**src/rtl/decode_hazard_if.sv**
```systemverilog
// Decode-stage hazard bus: instruction fields and writeback port in, stall/issue and scoreboard state out.
interface decode_hazard_if #(
    parameter int NUM_REGS = 32,
    parameter int ADDR_W   = 5,
    parameter int MAX_LD   = 2,
    parameter int CNT_W    = 16
);
    localparam int LDC_W = $clog2(MAX_LD + 1);

    logic                instr_valid;
    logic [ADDR_W-1:0]   src1_addr;
    logic [ADDR_W-1:0]   src2_addr;
    logic                src2_used;
    logic [ADDR_W-1:0]   dst_addr;
    logic                is_load;
    logic                cache_busy;
    logic                wb_valid;
    logic [ADDR_W-1:0]   wb_addr;
    logic                flush;
    logic                stall_decode;
    logic                issue;
    logic [NUM_REGS-1:0] pending;
    logic [LDC_W-1:0]    ld_outstanding;
    logic [CNT_W-1:0]    stall_cycles;

    modport master (
        output instr_valid, src1_addr, src2_addr, src2_used, dst_addr, is_load,
               cache_busy, wb_valid, wb_addr, flush,
        input  stall_decode, issue, pending, ld_outstanding, stall_cycles
    );

    modport slave (
        input  instr_valid, src1_addr, src2_addr, src2_used, dst_addr, is_load,
               cache_busy, wb_valid, wb_addr, flush,
        output stall_decode, issue, pending, ld_outstanding, stall_cycles
    );
endinterface

```
**src/rtl/decode_hazard_ctrl.sv**
```systemverilog
// Load-use interlock for decode: per-register scoreboard of outstanding loads,
// load budget counter and saturating stall-cycle counter.
module decode_hazard_ctrl #(
    parameter int NUM_REGS = 32,
    parameter int ADDR_W   = 5,
    parameter int MAX_LD   = 2,
    parameter int CNT_W    = 16
) (
    input logic             clock,
    input logic             reset,
    decode_hazard_if.slave  hz
);
    localparam int LDC_W = $clog2(MAX_LD + 1);

    logic [NUM_REGS-1:0] pending_q, pending_d;
    logic [LDC_W-1:0]    ld_q, ld_d;
    logic [CNT_W-1:0]    stall_q;

    logic raw1, raw2, waw, full, bp, hazard;
    logic stall, issue, ld_issue, wb_hit;

    // Hazards look only at registered state, so a same-cycle writeback
    // releases its reader one cycle later, when the RF write is visible.
    always_comb begin
        raw1   = pending_q[hz.src1_addr];
        raw2   = hz.src2_used & pending_q[hz.src2_addr];
        waw    = hz.is_load & pending_q[hz.dst_addr];
        full   = hz.is_load & (ld_q == LDC_W'(MAX_LD));
        bp     = hz.is_load & hz.cache_busy;
        hazard = raw1 | raw2 | waw | full | bp;
        stall  = hz.instr_valid & ~hz.flush & hazard;
        issue  = hz.instr_valid & ~hz.flush & ~stall;
    end

    assign ld_issue = issue & hz.is_load;
    assign wb_hit   = hz.wb_valid & pending_q[hz.wb_addr];

    // Per-register next state: flush, then load set over writeback clear.
    for (genvar r = 0; r < NUM_REGS; r++) begin : g_sb
        logic set_r, clr_r;
        assign set_r = ld_issue && (hz.dst_addr == ADDR_W'(r));
        assign clr_r = hz.wb_valid && (hz.wb_addr == ADDR_W'(r));
        assign pending_d[r] = hz.flush ? 1'b0 :
                              set_r    ? 1'b1 :
                              clr_r    ? 1'b0 : pending_q[r];
    end

    always_comb begin
        ld_d = ld_q;
        if (hz.flush)
            ld_d = '0;
        else if (ld_issue && !wb_hit && ld_q != LDC_W'(MAX_LD))
            ld_d = ld_q + 1'b1;
        else if (wb_hit && !ld_issue && ld_q != '0)
            ld_d = ld_q - 1'b1;
    end

    always_ff @(posedge clock or negedge reset) begin
        if (!reset) begin
            pending_q <= '0;
            ld_q      <= '0;
            stall_q   <= '0;
        end else begin
            pending_q <= pending_d;
            ld_q      <= ld_d;
            if (stall && stall_q != '1)
                stall_q <= stall_q + 1'b1;
        end
    end

    assign hz.stall_decode   = stall;
    assign hz.issue          = issue;
    assign hz.pending        = pending_q;
    assign hz.ld_outstanding = ld_q;
    assign hz.stall_cycles   = stall_q;
endmodule

```
**src/flat_wrapper.sv**
```systemverilog
// flat-port wrapper written by rule: the top's interface ports become plain ports
module decode_hazard_ctrl_flat 
#(
    parameter int NUM_REGS = 32,
    parameter int ADDR_W   = 5,
    parameter int MAX_LD   = 2,
    parameter int CNT_W    = 16
)
  (clock, reset, hz_instr_valid, hz_src1_addr, hz_src2_addr, hz_src2_used, hz_dst_addr, hz_is_load, hz_cache_busy, hz_wb_valid, hz_wb_addr, hz_flush, hz_stall_decode, hz_issue, hz_pending, hz_ld_outstanding, hz_stall_cycles);
  decode_hazard_if #(.NUM_REGS(NUM_REGS), .ADDR_W(ADDR_W), .MAX_LD(MAX_LD), .CNT_W(CNT_W)) hz_i ();
  input logic clock;
  input logic reset;
  input wire logic [$bits(hz_i.instr_valid)-1:0] hz_instr_valid;
  input wire logic [$bits(hz_i.src1_addr)-1:0] hz_src1_addr;
  input wire logic [$bits(hz_i.src2_addr)-1:0] hz_src2_addr;
  input wire logic [$bits(hz_i.src2_used)-1:0] hz_src2_used;
  input wire logic [$bits(hz_i.dst_addr)-1:0] hz_dst_addr;
  input wire logic [$bits(hz_i.is_load)-1:0] hz_is_load;
  input wire logic [$bits(hz_i.cache_busy)-1:0] hz_cache_busy;
  input wire logic [$bits(hz_i.wb_valid)-1:0] hz_wb_valid;
  input wire logic [$bits(hz_i.wb_addr)-1:0] hz_wb_addr;
  input wire logic [$bits(hz_i.flush)-1:0] hz_flush;
  output wire logic [$bits(hz_i.stall_decode)-1:0] hz_stall_decode;
  output wire logic [$bits(hz_i.issue)-1:0] hz_issue;
  output wire logic [$bits(hz_i.pending)-1:0] hz_pending;
  output wire logic [$bits(hz_i.ld_outstanding)-1:0] hz_ld_outstanding;
  output wire logic [$bits(hz_i.stall_cycles)-1:0] hz_stall_cycles;
  assign hz_i.instr_valid = hz_instr_valid;
  assign hz_i.src1_addr = hz_src1_addr;
  assign hz_i.src2_addr = hz_src2_addr;
  assign hz_i.src2_used = hz_src2_used;
  assign hz_i.dst_addr = hz_dst_addr;
  assign hz_i.is_load = hz_is_load;
  assign hz_i.cache_busy = hz_cache_busy;
  assign hz_i.wb_valid = hz_wb_valid;
  assign hz_i.wb_addr = hz_wb_addr;
  assign hz_i.flush = hz_flush;
  assign hz_stall_decode = hz_i.stall_decode;
  assign hz_issue = hz_i.issue;
  assign hz_pending = hz_i.pending;
  assign hz_ld_outstanding = hz_i.ld_outstanding;
  assign hz_stall_cycles = hz_i.stall_cycles;
  decode_hazard_ctrl #(.NUM_REGS(NUM_REGS), .ADDR_W(ADDR_W), .MAX_LD(MAX_LD), .CNT_W(CNT_W)) u_core (.clock(clock), .reset(reset), .hz(hz_i));
endmodule
```
**config.mk**
```make
export PLATFORM = sky130hd
export DESIGN_NAME = decode_hazard_ctrl_flat
export DESIGN_NICKNAME = d
export VERILOG_FILES = /design/src/rtl/decode_hazard_if.sv /design/src/rtl/decode_hazard_ctrl.sv /design/src/flat_wrapper.sv
export SDC_FILE = /design/constraint.sdc
export NUM_CORES = 1
export LEC_CHECK = 0
export ABC_CLOCK_PERIOD_IN_PS = 7400
export CAP_MARGIN = 10
export CORE_MARGIN = 5
export CORE_UTILIZATION = 57
export CTS_BUF_LIST = sky130_fd_sc_hd__clkbuf_4
export CTS_CLUSTER_DIAMETER = 50
export DETAILED_ROUTE_END_ITERATION = 10
export PLACE_DENSITY = 0.95
export SLEW_MARGIN = 15
export SYNTH_ARGS = -nofsm -noshare
export SYNTH_HDL_FRONTEND = slang
export SYNTH_SLANG_ARGS = --single-unit
export TNS_END_PERCENT = 10
```
**constraint.sdc**
```tcl
create_clock -name clock -period 7.4 [get_ports clock]
set_clock_uncertainty 0.2 [all_clocks]
set_input_delay 1.85 -clock clock [delete_from_list [all_inputs] [get_ports clock]]
set_output_delay 1.85 -clock clock [all_outputs]
set_load 0.03 [all_outputs]
```
==> summary.md <==
| Metric | Value |
|---|---|
| Post-route cell area | `4600 sq um` |
| Unrepaired setup endpoints after global routing | `no` |
| DR WL/cell | `23.8 microns` |
| N_diodes | `0` |
| CTS H-tree lvls | `2` |
| Slew @ Worst Pin | `0.833 ns` |
| Main flop type after synthesis | `dfrtp_1` |
| Clock-pin slew of the registers on the worst-case setup and hold paths | `0.15 ns` |
| Placed cell count | `505` |
| Cell Rows | `29` |
| Hold_buf cts | `0` |
| YS warnings | `0` |
| Hold_sp | `u_core.hz.stall_cycles[7]$_DFFE_PN0P_` |
| Net Sw Power | `218 uW` |
| FF/Latch Area | `1250 sq um` |
| Synth Instances | `368` |
| Vias in the first global route | `3,552` |
| Setup slack after layout | `0.433 ns` |
| Post-synth ARST share | `1.00` |
| Dpl cell area | `4510 sq um` |
| Synth area leaders | `dfrtp_1, mux4_2, o31ai_1, nand3_1, mux2i_1` |
| Yosys top cell area share | `0.336` |
| Final cell count without fillers | `513` |
| I/O pin cnt | `80` |
| Worst endpoint required time | `5.35 ns` |
| Starting Density | `0.587` |
| RR Endpoint | `u_core.hz.pending[31]$_DFFE_PN0P_` |
| R2R setup slack | `4.14 ns` |
| Status | `completed` |
| Flops & latches, synth | `50` |
| Port Buffers | `79` |
| Critical path type | `in2out` |
| Setup WS pre-CTS | `0.444 ns` |
| HP Class | `reg2reg` |
| Register area share after synthesis | `0.336` |
| HPWL Detailed | `8750 microns` |
| Cell Area, Synth | `3730 sq um` |
| Die Area | `8260 sq um` |
| Crit path top cell by count | `clkdlybuf4s50_1` |
| Core Area | `6350 sq um` |
| Met3 WL | `1500 microns` |
| Die Width | `90.9 microns` |
| Rel. slew slack | `0.443` |
| Logic pwr share | `0.271` |
| Syn-to-layout area delta | `23.3%` |
| Metal2 WL | `5730 microns` |
| 1st-pass router iterations | `6` |
| Total wire length | `12,200 microns` |
| Hold-critical path depth | `1` |
| GR Overflow Total | `0` |
| Fmax achieved | `0.144 GHz` |
| Slew Limit Fails | `0` |
| Area occupied by multi-input gates | `2310 sq um` |
| Max FO, Critical Path | `13` |
| Slowest cell delay on critical path | `0.83 ns` |
| Worst reg2reg path startpoint | `u_core.hz.pending[3]$_DFFE_PN0P_` |
| Nets | `464` |
| Switching part of the total | `0.335` |
| M1 WL | `4410 microns` |
| Power density cells | `141 nW/um^2` |
| Filler instances | `464` |
| CTS root buf | `clkbuf_4` |
| Sequential power share | `0.476` |
| Final setup fails | `0` |
| Hold Fails Final Rpt | `0` |
| Drc violations | `0` |
| Pleak | `1.84 nW` |
| Post_cts resized | `0` |
| Power Total | `649 uW` |
| Hold path endpoint | `u_core.hz.stall_cycles[7]$_DFFE_PN0P_` |
| Post-synth EDFFs | `0` |
| CTS buffer count | `5` |
| Antenna violations before repair | `0` |
| Via-to-Cell Ratio | `7.08` |
| Crit end category | `output pin` |
| Critical Path AT | `4.92 ns` |
| CTS Sinks | `50` |
| First-pass GRT wire length | `19,500 microns` |
| Final core occ | `0.724` |
| Clock share of power | `0.254` |
| CTS tree | `done` |
| Worst vdd ir | `0.210 mV` |
| Clk_lat worst skew | `0.38 ns` |
| DR iter-0 viols | `527` |
| Worst-path cell chain | `clkdlybuf4s50_1 -> mux4_2 -> mux2i_1 -> nand3b_1 -> and2_1 -> a2111oi_4 -> nor2_1 -> clkdlybuf4s50_1` |
| Period utilization | `0.941` |
| Synth cell count leaders | `dfrtp_1, nand3_1, nand2_1, o31ai_1, mux4_2` |
| Largest net degree at the start of global routing | `51` |
| Pint | `432 uW` |
| Slowest cell on crit path | `clkdlybuf4s50_1` |
| Top Metal Used | `met4` |
| Die Span Y | `90.9 microns` |
| Most common cell in the netlist | `dfrtp_1` |
| Synth unique cells | `55` |
| Minimum hold slack | `0.296 ns` |
| Maxcap violations | `0` |
| Vias | `3,631` |
| Post-CTS Repair Setup Buffers | `0` |
| Antenna-violating nets left | `0` |
| Final min period | `6.97 ns` |
| Worst R2R Path Depth | `7` |
| Startpoint Class | `input pin` |
| Mapped Nets | `397` |
| Bufs on Longest Clock Path | `2` |
| Layout cell share with drive strength beyond 1 | `0.122` |
| Gpl congestion | `0.996` |
| Post-synth top area cell | `dfrtp_1` |
| Mean Syn Cell Area | `10.1 sq um` |
| Setup TNS | `0 ns` |
| Gr usage total | `0.295` |
[cell usage in the layout, fill, tap and decap left out, types with 2 or more instances in the layout]
| cell type | n |
|---|---|
| mux4_2 | 24 |
| nor3_1 | 10 |
| buf_4 | 8 |
| nor2_1 | 17 |
| nor2b_1 | 10 |
| and3_1 | 7 |
| nand3_1 | 40 |
| a31oi_1 | 2 |
| nand4_1 | 4 |
| clkdlybuf4s50_1 | 77 |
| nand2_1 | 34 |
| mux2_2 | 6 |
| o21ai_0 | 2 |
| nor3b_1 | 4 |
| o31ai_1 | 33 |
| a211oi_1 | 3 |
| nand2b_1 | 9 |
| o311ai_0 | 3 |
| o211ai_1 | 11 |
| clkbuf_4 | 5 |
| xor2_1 | 15 |
| and2_1 | 2 |
| inv_1 | 6 |
| o22ai_1 | 2 |
| mux2i_1 | 17 |
| a22oi_1 | 2 |
| and4_1 | 2 |
| nand3b_1 | 3 |
| a21oi_1 | 2 |
| dfrtp_1 | 50 |
[power by group through the flow]
stage / combinational, mW / sequential [mW] / clock (mW)
2_1_floorplan: 0.0748 / 0.338 / 0
3_3_place_gp: 0.172 / 0.313 / 0
3_5_place_dp: 0.174 / 0.313 / 0
4_1_cts: 0.175 / 0.308 / 0.165
5_1_grt: 0.188 / 0.312 / 0.176
6_report: 0.176 / 0.309 / 0.165
[registers in the layout (all words and copies together) (netlist names)]
name	flops
u_core.hz.stall_cycles	16
u_core.hz.pending	32
u_core.hz.ld_outstanding	2
[per-layer routing]
| metal | track usage | vias to the layer above |
|---|---|---|
| met5 | 0 | - |
| met4 | 0.121 | 0 |
| met3 | 0.0875 | 68 |
| met2 | 0.453 | 283 |
| met1 | 0.389 | 1715 |
| li1 | - | 1565 |
[kinds of logic after synthesis]
family,count (synthesis),share of synthesized area
DFF,50,0.336
and+or+nand+nor,152,0.220
adders and majority gates,1,0.00336
buffers and inverters,31,0.0433
AOI/OAI and AO/OA,71,0.150
xor gates and xnor gates,15,0.0352
muxes,48,0.212
[worst max-delay path, delay by kind of cell]
family / cells / cell delay [ns]
and+or+nand+nor: 3 / 0.46
AOI/OAI and AO/OA: 1 / 0.41
muxes: 2 / 0.74
buffers and inverters: 2 / 1.45
[worst max-delay path by stage]
stage / startpoint / end / slack, ns / cells past startpoint
final: hz_dst_addr[1] / hz_stall_decode / 0.43 / 8
after global routing: hz_dst_addr[1] / hz_stall_decode / 0.30 / 8
after CTS: hz_dst_addr[1] / hz_stall_decode / 0.42 / 8
after detailed placement: hz_dst_addr[1] / hz_stall_decode / 0.44 / 8
after global placement: hz_dst_addr[1] / hz_stall_decode / 0.57 / 8
after floorplan: hz_src2_addr[0] / hz_issue / 1.19 / 8
[area by class of cell]
class / instances / share of cell area
multi-input cells: 287 / 0.504
inverters: 6 / 0.00490
well taps: 77 / 0.0210
clock inverters: 3 / 0.00926
repair buffers: 85 / 0.181
flip-flops and latches: 50 / 0.272
clock buffers: 5 / 0.00817
Power figures use the tool's default switching activity.
